<file path="src/rtl/alu_pkg.sv">
// Shared definitions for the ALU issue controller: opcode constants,
// FSM state encoding and the opcode-to-wait-class helpers.
package alu_pkg;

   localparam logic [3:0] OP_ADD  = 4'd0;
   localparam logic [3:0] OP_SUB  = 4'd1;
   localparam logic [3:0] OP_AND  = 4'd2;
   localparam logic [3:0] OP_OR   = 4'd3;
   localparam logic [3:0] OP_NEG  = 4'd4;
   localparam logic [3:0] OP_NOT  = 4'd5;
   localparam logic [3:0] OP_SHR  = 4'd6;
   localparam logic [3:0] OP_SHRA = 4'd7;
   localparam logic [3:0] OP_SHL  = 4'd8;
   localparam logic [3:0] OP_ROR  = 4'd9;
   localparam logic [3:0] OP_ROL  = 4'd10;
   localparam logic [3:0] OP_MUL  = 4'd11;
   localparam logic [3:0] OP_DIV  = 4'd12;
   localparam logic [3:0] OP_LAST = OP_DIV;

   typedef enum logic [1:0] {
      ST_IDLE = 2'd0,
      ST_EXEC = 2'd1,
      ST_RESP = 2'd2
   } state_e;

   // MUL and DIV need the long settle window; everything else is single-word.
   function automatic logic wait_is_long(input logic [3:0] op);
      return (op == OP_MUL) || (op == OP_DIV);
   endfunction

   function automatic logic op_illegal(input logic [3:0] op);
      return op > OP_LAST;
   endfunction

endpackage

</file>
<file path="src/rtl/alu_issue_ctrl_if.sv">
// Request/response handshake bundle between the control path (master)
// and the ALU issue controller (slave).
interface alu_issue_ctrl_if;
   logic        req_valid;
   logic        req_ready;
   logic [3:0]  req_op;
   logic [31:0] req_a;
   logic [31:0] req_b;
   logic        rsp_valid;
   logic        rsp_ready;
   logic [31:0] z_hi;
   logic [31:0] z_lo;
   logic        rsp_err;

   modport master (
      output req_valid, req_op, req_a, req_b, rsp_ready,
      input  req_ready, rsp_valid, z_hi, z_lo, rsp_err
   );

   modport slave (
      input  req_valid, req_op, req_a, req_b, rsp_ready,
      output req_ready, rsp_valid, z_hi, z_lo, rsp_err
   );
endinterface

</file>
<file path="src/rtl/alu_issue_timer.sv">
// Loadable down-counter timing the ALU settle window; done while at zero.
module alu_issue_timer #(
   parameter int CW = 2
) (
   input  logic          clock,
   input  logic          clear,
   input  logic          load,
   input  logic [CW-1:0] load_val,
   input  logic          dec,
   output logic          done
);
   logic [CW-1:0] cnt;

   // load wins over decrement; counter saturates at zero
   always_ff @(posedge clock) begin
      if (clear)                 cnt <= '0;
      else if (load)             cnt <= load_val;
      else if (dec && cnt != '0) cnt <= cnt - CW'(1);
   end

   assign done = (cnt == '0);
endmodule

</file>
<file path="src/rtl/alu_issue_ctrl.sv">
// ALU issue controller: accepts one op, holds ALU inputs with exec high for
// the settle window, captures the 64-bit result into z_hi/z_lo and presents
// it on the response port.
// Optional feature macro: ALU_ISSUE_OPCHECK_EN (opcodes 13-15 skip EXEC and
// respond with rsp_err=1, z=0).
module alu_issue_ctrl
   import alu_pkg::*;
#(
   parameter int BASE_WAIT = 1,
   parameter int MUL_WAIT  = 4
) (
   input  logic                clock,
   input  logic                clear,
   alu_issue_ctrl_if.slave     bus,
   output logic [3:0]          alu_opcode,
   output logic                alu_exec,
   output logic [31:0]         alu_operand_A,
   output logic [31:0]         alu_operand_B,
   input  logic [63:0]         alu_result,
   output logic                busy
);
   // zero-length windows are promoted to one cycle
   localparam int BW   = (BASE_WAIT < 1) ? 1 : BASE_WAIT;
   localparam int MW   = (MUL_WAIT  < 1) ? 1 : MUL_WAIT;
   localparam int MAXW = (BW > MW) ? BW : MW;
   localparam int CW   = (MAXW > 1) ? $clog2(MAXW) : 1;
   localparam logic [CW-1:0] BASE_LD = CW'(BW - 1);
   localparam logic [CW-1:0] MUL_LD  = CW'(MW - 1);

   state_e      state;
   logic [3:0]  op_q;
   logic [31:0] a_q, b_q;
   logic [63:0] z_q;
   logic        err_q, ready_q, exec_q, rsp_q, busy_q;
   logic        accept, t_done;
   logic [CW-1:0] ld_val;

   assign accept = ready_q && bus.req_valid;
   assign ld_val = wait_is_long(bus.req_op) ? MUL_LD : BASE_LD;

   alu_issue_timer #(.CW(CW)) u_timer (
      .clock    (clock),
      .clear    (clear),
      .load     (accept),
      .load_val (ld_val),
      .dec      (exec_q),
      .done     (t_done)
   );

   // issue FSM with all handshake/ALU controls registered alongside the state
   always_ff @(posedge clock) begin
      if (clear) begin
         state   <= ST_IDLE;
         op_q    <= '0;
         a_q     <= '0;
         b_q     <= '0;
         z_q     <= '0;
         err_q   <= 1'b0;
         ready_q <= 1'b1;
         exec_q  <= 1'b0;
         rsp_q   <= 1'b0;
         busy_q  <= 1'b0;
      end else begin
         case (state)
            ST_IDLE: if (accept) begin
               op_q    <= bus.req_op;
               a_q     <= bus.req_a;
               b_q     <= bus.req_b;
               ready_q <= 1'b0;
               busy_q  <= 1'b1;
`ifdef ALU_ISSUE_OPCHECK_EN
               if (op_illegal(bus.req_op)) begin
                  z_q   <= '0;
                  err_q <= 1'b1;
                  rsp_q <= 1'b1;
                  state <= ST_RESP;
               end else begin
                  exec_q <= 1'b1;
                  state  <= ST_EXEC;
               end
`else
               exec_q <= 1'b1;
               state  <= ST_EXEC;
`endif
            end
            ST_EXEC: if (t_done) begin
               z_q    <= alu_result;
               err_q  <= 1'b0;
               exec_q <= 1'b0;
               rsp_q  <= 1'b1;
               state  <= ST_RESP;
            end
            ST_RESP: if (bus.rsp_ready) begin
               rsp_q   <= 1'b0;
               ready_q <= 1'b1;
               busy_q  <= 1'b0;
               state   <= ST_IDLE;
            end
            default: begin
               exec_q  <= 1'b0;
               rsp_q   <= 1'b0;
               ready_q <= 1'b1;
               busy_q  <= 1'b0;
               state   <= ST_IDLE;
            end
         endcase
      end
   end

   assign bus.req_ready  = ready_q;
   assign bus.rsp_valid  = rsp_q;
   assign bus.z_hi       = z_q[63:32];
   assign bus.z_lo       = z_q[31:0];
   assign bus.rsp_err    = err_q;
   assign alu_opcode     = op_q;
   assign alu_operand_A  = a_q;
   assign alu_operand_B  = b_q;
   assign alu_exec       = exec_q;
   assign busy           = busy_q;
endmodule

</file>
<file path="src/flat_wrapper.sv">
// flat-port wrapper written by rule: the top's interface ports become plain ports
module alu_issue_ctrl_flat import alu_pkg::*;
#(
   parameter int BASE_WAIT = 1,
   parameter int MUL_WAIT  = 4
)
  (clock, clear, alu_opcode, alu_exec, alu_operand_A, alu_operand_B, alu_result, busy, bus_req_valid, bus_req_op, bus_req_a, bus_req_b, bus_rsp_ready, bus_req_ready, bus_rsp_valid, bus_z_hi, bus_z_lo, bus_rsp_err);
  alu_issue_ctrl_if bus_i ();
  input  logic clock;
  input  logic clear;
  output logic [3:0] alu_opcode;
  output logic alu_exec;
  output logic [31:0] alu_operand_A;
  output logic [31:0] alu_operand_B;
  input  logic [63:0] alu_result;
  output logic busy;
  input wire logic [$bits(bus_i.req_valid)-1:0] bus_req_valid;
  input wire logic [$bits(bus_i.req_op)-1:0] bus_req_op;
  input wire logic [$bits(bus_i.req_a)-1:0] bus_req_a;
  input wire logic [$bits(bus_i.req_b)-1:0] bus_req_b;
  input wire logic [$bits(bus_i.rsp_ready)-1:0] bus_rsp_ready;
  output wire logic [$bits(bus_i.req_ready)-1:0] bus_req_ready;
  output wire logic [$bits(bus_i.rsp_valid)-1:0] bus_rsp_valid;
  output wire logic [$bits(bus_i.z_hi)-1:0] bus_z_hi;
  output wire logic [$bits(bus_i.z_lo)-1:0] bus_z_lo;
  output wire logic [$bits(bus_i.rsp_err)-1:0] bus_rsp_err;
  assign bus_i.req_valid = bus_req_valid;
  assign bus_i.req_op = bus_req_op;
  assign bus_i.req_a = bus_req_a;
  assign bus_i.req_b = bus_req_b;
  assign bus_i.rsp_ready = bus_rsp_ready;
  assign bus_req_ready = bus_i.req_ready;
  assign bus_rsp_valid = bus_i.rsp_valid;
  assign bus_z_hi = bus_i.z_hi;
  assign bus_z_lo = bus_i.z_lo;
  assign bus_rsp_err = bus_i.rsp_err;
  alu_issue_ctrl #(.BASE_WAIT(BASE_WAIT), .MUL_WAIT(MUL_WAIT)) u_core (.clock(clock), .clear(clear), .bus(bus_i), .alu_opcode(alu_opcode), .alu_exec(alu_exec), .alu_operand_A(alu_operand_A), .alu_operand_B(alu_operand_B), .alu_result(alu_result), .busy(busy));
endmodule
</file>
<file path="config.mk">
export PLATFORM = sky130hd
export DESIGN_NAME = alu_issue_ctrl_flat
export DESIGN_NICKNAME = d
export VERILOG_FILES = /design/src/rtl/alu_pkg.sv /design/src/rtl/alu_issue_ctrl_if.sv /design/src/rtl/alu_issue_timer.sv /design/src/rtl/alu_issue_ctrl.sv /design/src/flat_wrapper.sv
export SDC_FILE = /design/constraint.sdc
export NUM_CORES = 1
export LEC_CHECK = 0
export BUFFER_PORTS_ARGS = -buffer_cell sky130_fd_sc_hd__clkbuf_2
export CAP_MARGIN = 20
export CORE_ASPECT_RATIO = 0.75
export CORE_UTILIZATION = 35
export CTS_BUF_LIST = sky130_fd_sc_hd__clkbuf_8
export CTS_CLUSTER_SIZE = 30
export DETAILED_ROUTE_END_ITERATION = 6
export PLACE_DENSITY = 0.65
export SYNTH_ARGS = -nofsm -noshare
export SYNTH_HDL_FRONTEND = slang
export SYNTH_SLANG_ARGS = --single-unit
</file>
<file path="constraint.sdc">
create_clock -name clock -period 1.5 [get_ports clock]
set_input_delay 0.075 -clock clock [delete_from_list [all_inputs] [get_ports clock]]
set_output_delay 0.075 -clock clock [all_outputs]
set_load 0.02 [all_outputs]
</file>
# == Word-level counts from Yosys, hierarchy flattened ==
# Index checks and enable logic that the tools add are counted.
# classes
n_lt_le_gt_ge,0
multipliers,0
n_reduce_logical,13
n_mux,17
shifts,0
add_sub_neg,1
n_bitwise,3
n_eq_ne,7
div_mod_pow,0
# ops
operator,n
$mux W2,6
$pmux W1 S3,4
$reduce_and A3 Y1,4
$eq A4 B4 Y1 const B,2
$mux W1,6
$pmux W2 S3,1
$logic_not A2 Y1,2
$ne A2 B1 Y1 const B,2
$reduce_and A2 Y1,2
$reduce_bool A2 Y1,2
$not A1 Y1,3
$eq A2 B1 Y1 const B,1
$eq A2 B2 Y1 const B,1
$logic_and A1 B1 Y1,2
$ne A2 B2 Y1 const B,1
$sub A2 B1 Y2 const B,1
$logic_or A1 B1 Y1,1
# word_totals
rom_bits,0
input_bits,136
mem_count,0
mem_bits_rw,0
latch_bits,0
regBits,140
out_inout_bits,137

# == Depth between registers and ports, before layout ==
# Gate-level depths: netlist of run 1.
# depth
word_depth,4
depth_mapped,7
mapped_depth_nobuf,5

# == Cells and area by module ==
# Synthesis of run 1 repeated with hierarchy kept, for this count alone.
# unflattened
hier_cells,623
hier_area_um2,5001.0
# modules_own_cells
mod,area_per_inst_um2,cells_each,instances
alu_issue_ctrl,4874.7,609,1
alu_issue_timer,126.4,14,1

# == Least setup slack after synthesis of run 1 ==
# Ideal clock, no wire load.
# synth_path
path_kind,register to register
from,reg u_core.u_timer.cnt[0]
to,"reg u_core.rsp_q, in the netlist u_core.bus.rsp_valid"
arrival_ns,1.246
path_slack_ns,0.127
period_less_slack_ns,1.373
stages_incl_launch_ff,8
t_required_ns,1.372
path_cell_list,dfxtp_1 > inv_1 > ha_1 > and3b_1 > buf_4 > buf_4 > a21oi_1 > nor2_1
# synth_via
elab_chain_cells,3
# synth_lines
element,line_no,rtl
"start, declared",alu_issue_timer.sv:12,logic [CW-1:0] cnt;
"start signal, assigned",alu_issue_timer.sv:17,else if (load) cnt <= load_val;
"start signal, assigned",alu_issue_timer.sv:18,else if (dec && cnt != '0) cnt <= cnt - CW'(1);
$logic_not A2 Y1,alu_issue_timer.sv:21,assign done = (cnt == '0);
$ne A2 B1 Y1 (no line),n/a,
$reduce_and A3 Y1 (no line),n/a,
"end signal, assigned",alu_issue_ctrl.sv:61,rsp_q <= 1'b0;
"end signal, assigned",alu_issue_ctrl.sv:90,rsp_q <= 1'b1;
"end signal, assigned",alu_issue_ctrl.sv:94,rsp_q <= 1'b0;
"end, declared",alu_issue_ctrl.sv:34,"logic err_q, ready_q, exec_q, rsp_q, busy_q;"
# No other way between the ends.
# A chain may end at the register's enable or synchronous reset.

# == Worst setup path after layout of run 1 ==
# layout_path
from,reg u_core.state[0]
to,"reg u_core.a_q[25], in the netlist u_core.alu_operand_A[25]"
# layout_via
elab_chain_cells,2
# layout_lines
element,line_no,rtl
"start, declared",alu_issue_ctrl.sv:30,state_e state;
"start signal, assigned",alu_issue_ctrl.sv:53,state <= ST_IDLE;
"start signal, assigned",alu_issue_ctrl.sv:83,state <= ST_EXEC;
"start signal, assigned",alu_issue_ctrl.sv:91,state <= ST_RESP;
$logic_not A2 Y1,alu_issue_ctrl.sv:64,case (state)
$reduce_and A2 Y1 (no line),n/a,
"end signal, assigned",alu_issue_ctrl.sv:67,a_q <= bus.req_a;
"end, declared",alu_issue_ctrl.sv:32,"logic [31:0] a_q, b_q;"
# No other way between the ends.

==> flow_metrics.tcl, run 1 <==
set metrics [dict create \
    synthesis.yosys.warnings 0 \
    ir_worst_vdd_mv 0.5713 \
    drt_iter0_markers 283 \
    p_leak_nw 3.801 \
    slew_violations 0 \
    grt_usage_pct 21.25 \
    io_pins 273 \
    holdPathEnd "u_core.bus.req_ready" \
    critPathKind "register to register" \
    status "completed" \
    postPlaceCellArea_mm2 0.006504 \
    synth_cell_types 26 \
    worstPathArrival_ns 1.74 \
    drt-vias-per-instance 4.620 \
    drt-wirelength-per-cell_um 13.75 \
    grt_pass1_wl_um 25520 \
    antenna_found_initial 0 \
    grt_max_degree 65 \
    end_kind "register" \
    tightest_slew_ns 0.5076 \
    rsz0062_at_grt "no" \
    r2r_end "u_core.alu_operand_A[25]" \
    worst_slack_ns 0.1045 \
    syn-cell-area_mm2 0.004989 \
    relSlewSlack_pct 66.16 \
    drc_errors 0 \
    finClkSkew_ns 0.01211 \
    antenna_left 0 \
    drv_cap 0 \
    final_area_mm2 0.008422 \
    fmax_mhz 716.6 \
    nNetsFinal 1156 \
    ys_seq_area_share_pct 56.18 \
    post-dp-hpwl_um 9206 \
    clk-insertion-delay-late_ns 0.43 \
    critPathSlowestCell "dfxtp_1" \
    worstHoldStart "bus_req_valid" \
    required_ns 1.84 \
    cts_tree "built" \
    fin_setup_tns_ns 0 \
    row_count 37 \
    grt_overflow 0 \
    final_cells 1207 \
    routed_wl_um 16600 \
    cts.htree.levels 4 \
    r2r_cells 4 \
    hold_viol_final 0 \
    port_buffers 271 \
    r2r_slack_ns 0.10 \
    crit_family "simple AND/OR/NAND/NOR gates" \
    clkSlewWorstSetupHoldPaths_ns 0.08 \
    fp.dieW_um 139.9 \
    fp.dieH_um 105.4 \
    layout_commonest_cell "clkbuf_2" \
    grt_pass1_vias 5479 \
    place_ws_ns 0.09376 \
    hold_slack_ns 0.09826 \
    min_path_cells 3 \
    gp_routability_congestion 0.7261 \
    start_util_pct 36.16 \
    setup_viol 0 \
    r2r_start "u_core.state[0]" \
    startpoint_type "register" \
    die_area_mm2 0.01474 \
    ys_ff_latch 140 \
    num_vias 5576 \
    path_max_fanout 48 \
    path_buf_inv 1 \
    finalCritPeriodShare_pct 93.03 \
    clockBufferDepth 2 \
    drive_above_1_share_pct 32.07 \
    num_antenna_cells 0 \
    dr.pass1.iters 5 \
    p_per_area_mw_per_mm2 1100 \
    finish.utilization_pct 61.05 \
    path_cells "and4bb_2 -> buf_12 -> nand2_1 -> a21oi_1" \
    root_buffer "clkbuf_8" \
    most-common-layout-cells "270 x clkbuf_2, 264 x nand2_1, 140 x dfxtp_1" \
    synth_fp_nets 759 \
    syn_inst 622 \
    cpPeakStageDelay_ns 0.40 \
    placed_cells 1034 \
    finalPower_mw 9.266 \
    cts_sinks 140 \
    layout_min_cycle_time_ns 1.395 \
    core_area_mm2 0.01380 \
    avgSynthCellArea_um2 8.020 \
    numCtsBuffers 17 \
    hold_class "input port to register" \
    area_growth_pct 68.82 \
]
Yosys cell counts (all sizes together):
master | count | share of area (%)
a211oi | 2 | 0.30
a21o | 2 | 0.30
a21oi | 136 | 14
a22oi | 1 | 0.15
and2 | 1 | 0.13
and3b | 2 | 0.35
and4bb | 1 | 0.25
buf | 30 | 4.7
clkbuf | 19 | 1.4
conb | 1 | 0.075
dfxtp | 140 | 56
ha | 1 | 0.25
inv | 4 | 0.30
mux2i | 1 | 0.20
nand2 | 264 | 20
nand3b | 1 | 0.15
nand4bb | 1 | 0.23
nor2 | 6 | 0.45
nor2b | 1 | 0.13
nor3 | 3 | 0.30
nor3b | 1 | 0.15
o211ai | 1 | 0.15
o21ai | 2 | 0.20
or2 | 1 | 0.13
how the worst max path moves through the flow:
stage / start / endpoint / slack [ns] / cells past startpoint
after detailed placement: u_core.u_timer.cnt[0] / u_core.z_q[57] / 0.09 / 6
after CTS: u_core.u_timer.cnt[0] / u_core.z_q[57] / 0.08 / 6
after floorplan: u_core.u_timer.cnt[0] / u_core.bus.rsp_valid / 0.13 / 7
after global placement: u_core.u_timer.cnt[0] / u_core.z_q[44] / 0.15 / 6
final: u_core.state[0] / u_core.alu_operand_A[25] / 0.10 / 4
after global routing: u_core.u_timer.cnt[0] / u_core.z_q[34] / 0.003 / 7
logic make-up (layout without fill, tap and decap cells):
kind of cell               after synthesis  after routing  synth area share, %
adders and majority gates                1              1               0.2508
buffers and inverters                   53            463                6.421
muxes                                    1              1               0.2007
other                                    1              1              0.07517
AOI/OAI and AO/OA                      144            144                14.75
DFF                                    140            140                56.18
and+or+nand+nor                        282            282                22.12
report_power, final:
part / internal (mW) / total, mW / switching, mW
Sequential: 3.97 / 4.11 / 0.140
Clock: 1.66 / 3.20 / 1.54
Combinational: 0.874 / 1.95 / 1.08
metal layers:
layer	GRT usage [%]	vias up	routed length, um
met4	10.60	0	548
met5	0	-	0
li1	-	2802	-
met1	25.10	2493	7120
met3	5.043	47	1051
met2	36.18	234	7881
final cells by class:
cell class / count / area [um^2]
clock buffers: 20 / 275.3
clock inverters: 12 / 150.1
fillers: 1186 / 5374
inverters: 4 / 15.01
multi-input cells: 429 / 1888
flip-flops and latches: 140 / 2803
well taps: 175 / 219.0
repair buffers: 427 / 3072
registers in the layout, summed over array words and instances (netlist names):
signal	count
u_core.alu_exec	1
u_core.bus.req_ready	1
u_core.alu_operand_B	32
u_core.alu_opcode	4
u_core.bus.rsp_valid	1
u_core.z_q	64
u_core.alu_operand_A	32
u_core.busy	1
u_core.u_timer.cnt	2
u_core.state	2
what timing repair did:
action	4_1_cts	5_1_grt
hold endpoints to repair	135	0
buffers inserted	0	1
hold buffers	133	0
gates resized for setup	0	6
setup endpoints to repair	0	42
worst register-to-register path, delay by kind of cell, from the launching register on:
kind / cells / cell delay, ns
AOI/OAI and AO/OA: 1 / 0.16
buffers and inverters: 1 / 0.23
DFF: 1 / 0.40
and+or+nand+nor: 2 / 0.52
(Power assumes the default switching activity.)
==> run 2: changes to the inputs <==
--- a/config.mk
+++ b/config.mk
@@ -8,11 +8,13 @@
 export BUFFER_PORTS_ARGS = -buffer_cell sky130_fd_sc_hd__clkbuf_2
 export CAP_MARGIN = 20
 export CORE_ASPECT_RATIO = 0.75
-export CORE_UTILIZATION = 35
+export CORE_UTILIZATION = 40
 export CTS_BUF_LIST = sky130_fd_sc_hd__clkbuf_8
 export CTS_CLUSTER_SIZE = 30
 export DETAILED_ROUTE_END_ITERATION = 6
-export PLACE_DENSITY = 0.65
+export GPL_ROUTABILITY_DRIVEN = 0
+export GPL_TIMING_DRIVEN = 0
+export PLACE_DENSITY = 0.73
 export SYNTH_ARGS = -nofsm -noshare
 export SYNTH_HDL_FRONTEND = slang
 export SYNTH_SLANG_ARGS = --single-unit
==> run 2 against run 1 <==
Die area shrank 12%. Routed wire length grew 5.5%. Sequential cell count is the same. Final cell count grew 1.1%. Non-clock buffer count increased by 26. Sequential power hardly changed. Global-route usage is 6.2 points higher. Register-to-register slack hardly changed. Sequential share of layout area rose by 0.15 points. Worst hold slack lost 0.0035 ns. Critical path type unchanged. Highest routed layer unchanged.
==> flow_metrics.tcl, run 2 (same netlist as run 1, synthesis figures left out) <==
set metrics [dict create \
    nNetsFinal 1182 \
    startpoint_type "register" \
    row_count 34 \
    finClkSkew_ns 0.01451 \
    worstHoldStart "bus_req_valid" \
    cp.depth 7 \
    path_max_fanout 10 \
    area_growth_pct 68.20 \
    cts_tree "built" \
    dr.pass1.iters 5 \
    grt_max_degree 17 \
    final_cells 1220 \
    r2r_start "u_core.u_timer.cnt[0]" \
    fp.dieW_um 131.0 \
    relSlewSlack_pct 62.05 \
    cts_sinks 140 \
    critPathSlowestCell "dfxtp_2" \
    layout_min_cycle_time_ns 1.410 \
    num_antenna_cells 0 \
    status "completed" \
    drive_above_1_share_pct 32.42 \
    io_pins 273 \
    min_path_cells 3 \
    hold_class "input port to register" \
    grt_pass1_wl_um 27550 \
    grt_usage_pct 27.50 \
    placed_cells 1054 \
    drc_errors 0 \
    fp.dieH_um 98.72 \
    antenna_left 0 \
    numCtsBuffers 17 \
    hold_viol_final 0 \
    drt-vias-per-instance 4.692 \
    antenna_found_initial 0 \
    clkSlewWorstSetupHoldPaths_ns 0.08 \
    regArea_mm2 0.002805 \
    num_vias 5724 \
    cpPeakStageDelay_ns 0.33 \
    most-common-layout-cells "270 x clkbuf_2, 264 x nand2_1, 138 x dfxtp_1" \
    place_ws_ns -0.08810 \
    tightest_slew_ns 0.5693 \
    setup_viol 0 \
    multi_input_area_mm2 0.001881 \
    start_util_pct 42.03 \
    top_register "u_core.z_q" \
    port_buffers 270 \
    post-dp-hpwl_um 10650 \
    r2r_end "u_core.z_q[46]" \
    clk-insertion-delay-late_ns 0.42 \
    drt-wirelength-per-cell_um 14.35 \
    critPathKind "register to register" \
    crit_family "buffers and inverters" \
    largest_register_ff_count 64 \
    cts.htree.levels 4 \
    p_per_area_mw_per_mm2 1123 \
    hold_slack_ns 0.09474 \
    r2r_slack_ns 0.09 \
    layout_commonest_cell "clkbuf_2" \
    path_cells "inv_1 -> ha_2 -> and3b_2 -> buf_4 -> clkbuf_4 -> nand2_1 -> a21oi_1" \
    ir_worst_vdd_mv 0.6558 \
    fmax_mhz 709.1 \
    drv_cap 0 \
    worst_slack_ns 0.08982 \
    path_buf_inv 3 \
    drt_iter0_markers 246 \
    grt_pass1_vias 5861 \
    r2r_cells 7 \
    core_area_mm2 0.01187 \
    required_ns 1.79 \
    holdPathEnd "u_core.bus.req_ready" \
    finalCritPeriodShare_pct 94.01 \
    grt_overflow 0 \
    slew_violations 0 \
    root_buffer "clkbuf_8" \
    final.fill_count 919 \
    routed_wl_um 17510 \
    p_leak_nw 3.799 \
    end_kind "register" \
    die_area_mm2 0.01293 \
    worstPathArrival_ns 1.70 \
    clockBufferDepth 2 \
]
-- run 2: changes by cell type in the layout (fill, tap and decap cells not counted), moves of 4 or more --
cell,before,now
buf_12,9,0
buf_2,0,4
buf_6,3,17
clkbuf_1,0,17
clkbuf_16,4,0
clkbuf_4,0,5
-- run 2: how the worst max path moves through the flow --
stage	from	to	slack, ns
after detailed placement	u_core.u_timer.cnt[0]	u_core.z_q[57]	-0.09
after CTS	u_core.u_timer.cnt[0]	u_core.bus.rsp_valid	0.03
after global routing	u_core.u_timer.cnt[0]	u_core.z_q[44]	-0.005
after floorplan	u_core.u_timer.cnt[0]	u_core.bus.rsp_valid	0.13
after global placement	u_core.u_timer.cnt[0]	u_core.z_q[57]	-0.07
final	u_core.u_timer.cnt[0]	u_core.z_q[46]	0.09
-- run 2: area by class of cell --
type	count	area share, %
flip-flops and latches	140	33.43
repair buffers	404	32.06
multi-input cells	429	22.41
plain buffers	49	4.265
clock buffers	18	2.953
well taps	162	2.416
clock inverters	14	2.282
inverters	4	0.1789
-- run 2: per-stage QoR --
| stage | util, % | total power [mW] | TNS, ns | cell area (um^2) |
|---|---|---|---|---|
| global route | 70.69 | 9.851 | -0.008378 | 8391 |
| global placement | 55.12 | 5.756 | -1.823 | 6543 |
| CTS | 70.18 | 9.397 | 0 | 8329 |
| finish | 70.69 | 9.425 | 0 | 8391 |
| floorplan | - | 5.156 | 0 | 4989 |
| detailed placement | 55.12 | 5.779 | -2.522 | 6543 |
-- run 2: what timing repair did --
action / in CTS / in global routing
cloned: 0 / 0
gates resized for setup: 5 / 27
hold buffers: 133 / 0
pin swaps: 1 / 0
endpoints found under the hold margin: 134 / 0
buffers inserted: 1 / 0
endpoints found under the setup margin: 61 / 74
-- run 2: layer usage --
metal	share of wire, %	global-route usage, %	vias to the layer above
met5	0	0	-
met3	5.6	7.438	61
met2	49	47.46	221
met4	4.2	15.56	0
li1	-	-	2851
met1	41	30.36	2591
-- run 2: report_power, final --
| part | total [mW] | switching, mW | internal, mW |
|---|---|---|---|
| sequential | 4.11 | 0.139 | 3.97 |
| clock | 3.36 | 1.50 | 1.86 |
| combinational | 1.95 | 1.10 | 0.853 |
-- run 2: worst reg2reg max path, stage by stage, from the launching register on --
cell and delay [ns]:
dfxtp_2 0.33, inv_1 0.05, ha_2 0.20, and3b_2 0.22, buf_4 0.15, clkbuf_4 0.18
nand2_1 0.10, a21oi_1 0.06
==> run 3: changes to the inputs <==
--- a/config.mk
+++ b/config.mk
@@ -5,16 +5,20 @@
 export SDC_FILE = /design/constraint.sdc
 export NUM_CORES = 1
 export LEC_CHECK = 0
+export ABC_AREA = 1
 export BUFFER_PORTS_ARGS = -buffer_cell sky130_fd_sc_hd__clkbuf_2
 export CAP_MARGIN = 20
+export CELL_PAD_IN_SITES_DETAIL_PLACEMENT = 1
+export CELL_PAD_IN_SITES_GLOBAL_PLACEMENT = 1
 export CORE_ASPECT_RATIO = 0.75
-export CORE_UTILIZATION = 40
+export CORE_UTILIZATION = 32
 export CTS_BUF_LIST = sky130_fd_sc_hd__clkbuf_8
 export CTS_CLUSTER_SIZE = 30
 export DETAILED_ROUTE_END_ITERATION = 6
 export GPL_ROUTABILITY_DRIVEN = 0
 export GPL_TIMING_DRIVEN = 0
-export PLACE_DENSITY = 0.73
+export PLACE_DENSITY_LB_ADDON = 0.1
+export SLEW_MARGIN = 5
 export SYNTH_ARGS = -nofsm -noshare
 export SYNTH_HDL_FRONTEND = slang
 export SYNTH_SLANG_ARGS = --single-unit
==> run 3 against run 2 <==
Area after synthesis increased by 1.1%. Sequential cell count unchanged. Worst hold slack got worse by 0.079 ns. Via count increased by 2.8%. Total power increased by 18%. Synthesized cell count increased by 1.6%. Clock skew decreased by 0.0015 ns. Non-clock buffer count decreased by 5. Design area increased by 1.2%. Critical path depth decreased by 1. Clock-buffer cell count increased by 1. Critical path type is now input port to register. Critical endpoint is now u_core.z_q[0]. Largest power group unchanged.
==> flow_metrics.tcl, run 3 <==
set metrics [dict create \
    hold_class "input port to register" \
    fp.dieH_um 110.7 \
    p_leak_nw 3.986 \
    final_cells 1274 \
    path_max_fanout 10 \
    avgSynthCellArea_um2 7.976 \
    synthDominantCellAreaShare_pct 55.60 \
    p_seq_share_pct 40.8 \
    synth_edf_count 0 \
    top_register "u_core.z_q" \
    end_kind "register" \
    path_cells "dlygate4sd3_1 -> clkbuf_2 -> inv_2 -> buf_1 -> o21ai_0 -> a21oi_1" \
    cts_sinks 140 \
    r2r_cells 7 \
    ir_worst_vdd_mv 0.7372 \
    cpPeakStageDelay_ns 0.53 \
    drt_iter0_markers 322 \
    io_pins 273 \
    most-common-layout-cells "282 x clkbuf_2, 140 x dfxtp_1, 134 x dlygate4sd3_1" \
    drc_errors 0 \
    setup_viol 0 \
    r2r_start "u_core.bus.req_ready" \
    r2r_end "u_core.alu_operand_A[15]" \
    clkPwrFrac_pct 31.9 \
    fp.dieW_um 146.9 \
    startpoint_type "input port" \
    rsz0062_at_grt "yes" \
    finalCritPeriodShare_pct 95.96 \
    worstPathArrival_ns 1.80 \
    drive_above_1_share_pct 32.40 \
    yosys.area.top_type "dfxtp_1" \
    placed_cells 1108 \
    layout_commonest_cell "clkbuf_2" \
    root_buffer "clkbuf_8" \
    core_area_mm2 0.01532 \
    start_util_pct 32.90 \
    largest_register_ff_count 64 \
    synth_top_cells_by_count "140 x dfxtp_1, 131 x nor2_1, 91 x o21ai_0" \
    dr.pass1.iters 5 \
    status "completed" \
    clkSlewWorstSetupHoldPaths_ns 0.08 \
    row_count 39 \
    cts_tree "built" \
    drt-vias-per-instance 4.621 \
    ys_ff_latch 140 \
    holdPathEnd "u_core.u_timer.cnt[0]" \
    synth_fp_nets 769 \
    critPathSlowestCell "dlygate4sd3_1" \
    ys_seq_area_share_pct 55.60 \
    required_ns 1.86 \
    synth.most_common_cell "dfxtp_1" \
    area_growth_pct 68.38 \
    cts.htree.levels 4 \
    die_area_mm2 0.01626 \
    antenna_found_initial 0 \
    comb_power_share_pct 27.3 \
    fin_setup_tns_ns 0 \
    syn_inst 632 \
    syn-cell-area_mm2 0.005041 \
    critPathKind "input port to register" \
    grt_overflow 0 \
    finalPower_mw 11.11 \
    cts_setup_buffers 0 \
    layout_min_cycle_time_ns 1.439 \
    numCtsBuffers 17 \
    clk-insertion-delay-late_ns 0.44 \
    drt-wirelength-per-cell_um 16.04 \
    p_per_area_mw_per_mm2 1309 \
    finClkSkew_ns 0.01297 \
    min_path_cells 4 \
    grt_usage_pct 25.51 \
    ys_top_cells_by_area "dfxtp_1 56%, nor2_1 9.8%, o21ai_0 9.0%, a21oi_1 7.2%, inv_1 5.7%" \
    synthesis.yosys.warnings 0 \
    multi_input_area_mm2 0.001694 \
    post-dp-hpwl_um 13010 \
    worstHoldStart "bus_req_valid" \
    finish.utilization_pct 55.40 \
    synthFlopType "dfxtp_1" \
    final.fill_count 1899 \
    hold_slack_ns 0.01599 \
    grt_max_degree 17 \
    async_reset_ff_share_pct 0 \
    port_buffers 271 \
    switching_share_pct 32.97 \
    antenna_left 0 \
    grt_pass1_vias 6410 \
    synth_cell_types 21 \
    regArea_mm2 0.002803 \
    fmax_mhz 694.7 \
    num_vias 5887 \
    r2r_slack_ns 0.11 \
    drv_cap 0 \
    clockBufferDepth 2 \
    routed_wl_um 20430 \
    nNetsFinal 1193 \
    slew_violations 0 \
    internal_power_mw 7.448 \
    hold_viol_final 0 \
    grt_pass1_wl_um 32680 \
    switching_power_mw 3.663 \
]
[run 3: changes by cell type after synthesis, sizes merged, moves of 3 or more]
cell | previous run | this run
a21oi | 136 | 73
buf | 30 | 25
inv | 4 | 79
nand2 | 264 | 17
nand3 | 0 | 8
nor2 | 6 | 132
nor3 | 3 | 0
o21ai | 2 | 137
[run 3: cell type report]
type	instances	share of cell area (%)
multi-input combinational	370	19.96
antenna	1	0.02948
clock inverter	12	2.300
tap	205	3.022
buffer	43	3.287
timing repair buffer	405	31.78
inverter	79	3.523
clock buffer	19	3.081
sequential	140	33.02
[run 3: cells by family (layout without fill, tap and decap cells)]
logic type      count (synthesis)  count (layout)  synth area share (%)
flops                         140             140                 55.60
compound gates                210             210                 20.85
fa+ha+maj                       1               1                0.2482
simple gates                  158             158                 12.31
other cells                     1               2               0.07439
buf+inv                       122             558                 10.92
[run 3: metrics by stage]
stage,setup slack [ns],area (um^2)
2_1_floorplan,0.2136,5041
3_3_place_gp,0.1560,6654
3_5_place_dp,0.04833,6654
4_1_cts,0.02409,8452
5_1_grt,-0.004870,8486
6_report,0.06058,8488
[run 3: worst max path at each step]
stage	startpoint	endpoint	slack [ns]	cells past startpoint
finish	clear	u_core.z_q[0]	0.06	6
floorplan	u_core.bus.req_ready	u_core.alu_operand_B[10]	0.21	7
CTS	u_core.u_timer.cnt[0]	u_core.z_q[44]	0.02	6
detailed placement	u_core.u_timer.cnt[0]	u_core.z_q[44]	0.05	6
global route	u_core.u_timer.cnt[0]	u_core.z_q[8]	-0.005	7
global placement	u_core.u_timer.cnt[0]	u_core.z_q[43]	0.16	6
[run 3: layer usage]
layer  vias to the layer above  GRT usage, %  wire length, um
met5                         -             0                0
met4                         0         9.622              434
met3                        33         5.844             1040
met2                       188         45.24            10300
met1                      2791         29.81             8660
li1                       2875             -                -
[run 3: worst max-delay path: cells and delay by family]
| family | cells | cell delay (ns) |
|---|---|---|
| buffers and inverters | 4 | 1.33 |
| AO/OA/AOI/OAI | 2 | 0.39 |
[run 3: power by group through the flow]
stage | clock network, mW | registers [mW] | logic [mW]
2_1_floorplan | 0 | 5.18 | 1.03
3_3_place_gp | 0 | 4.56 | 2.59
3_5_place_dp | 0 | 4.60 | 2.67
4_1_cts | 3.60 | 4.52 | 2.97
5_1_grt | 3.79 | 4.58 | 3.31
6_report | 3.54 | 4.53 | 3.04
[run 3: what timing repair did]
action | 4_1_cts | 5_1_grt
endpoints found under the setup margin | 0 | 85
hold buffers | 134 | 0
hold endpoints to repair | 139 | 0
gates resized for setup | 0 | 31
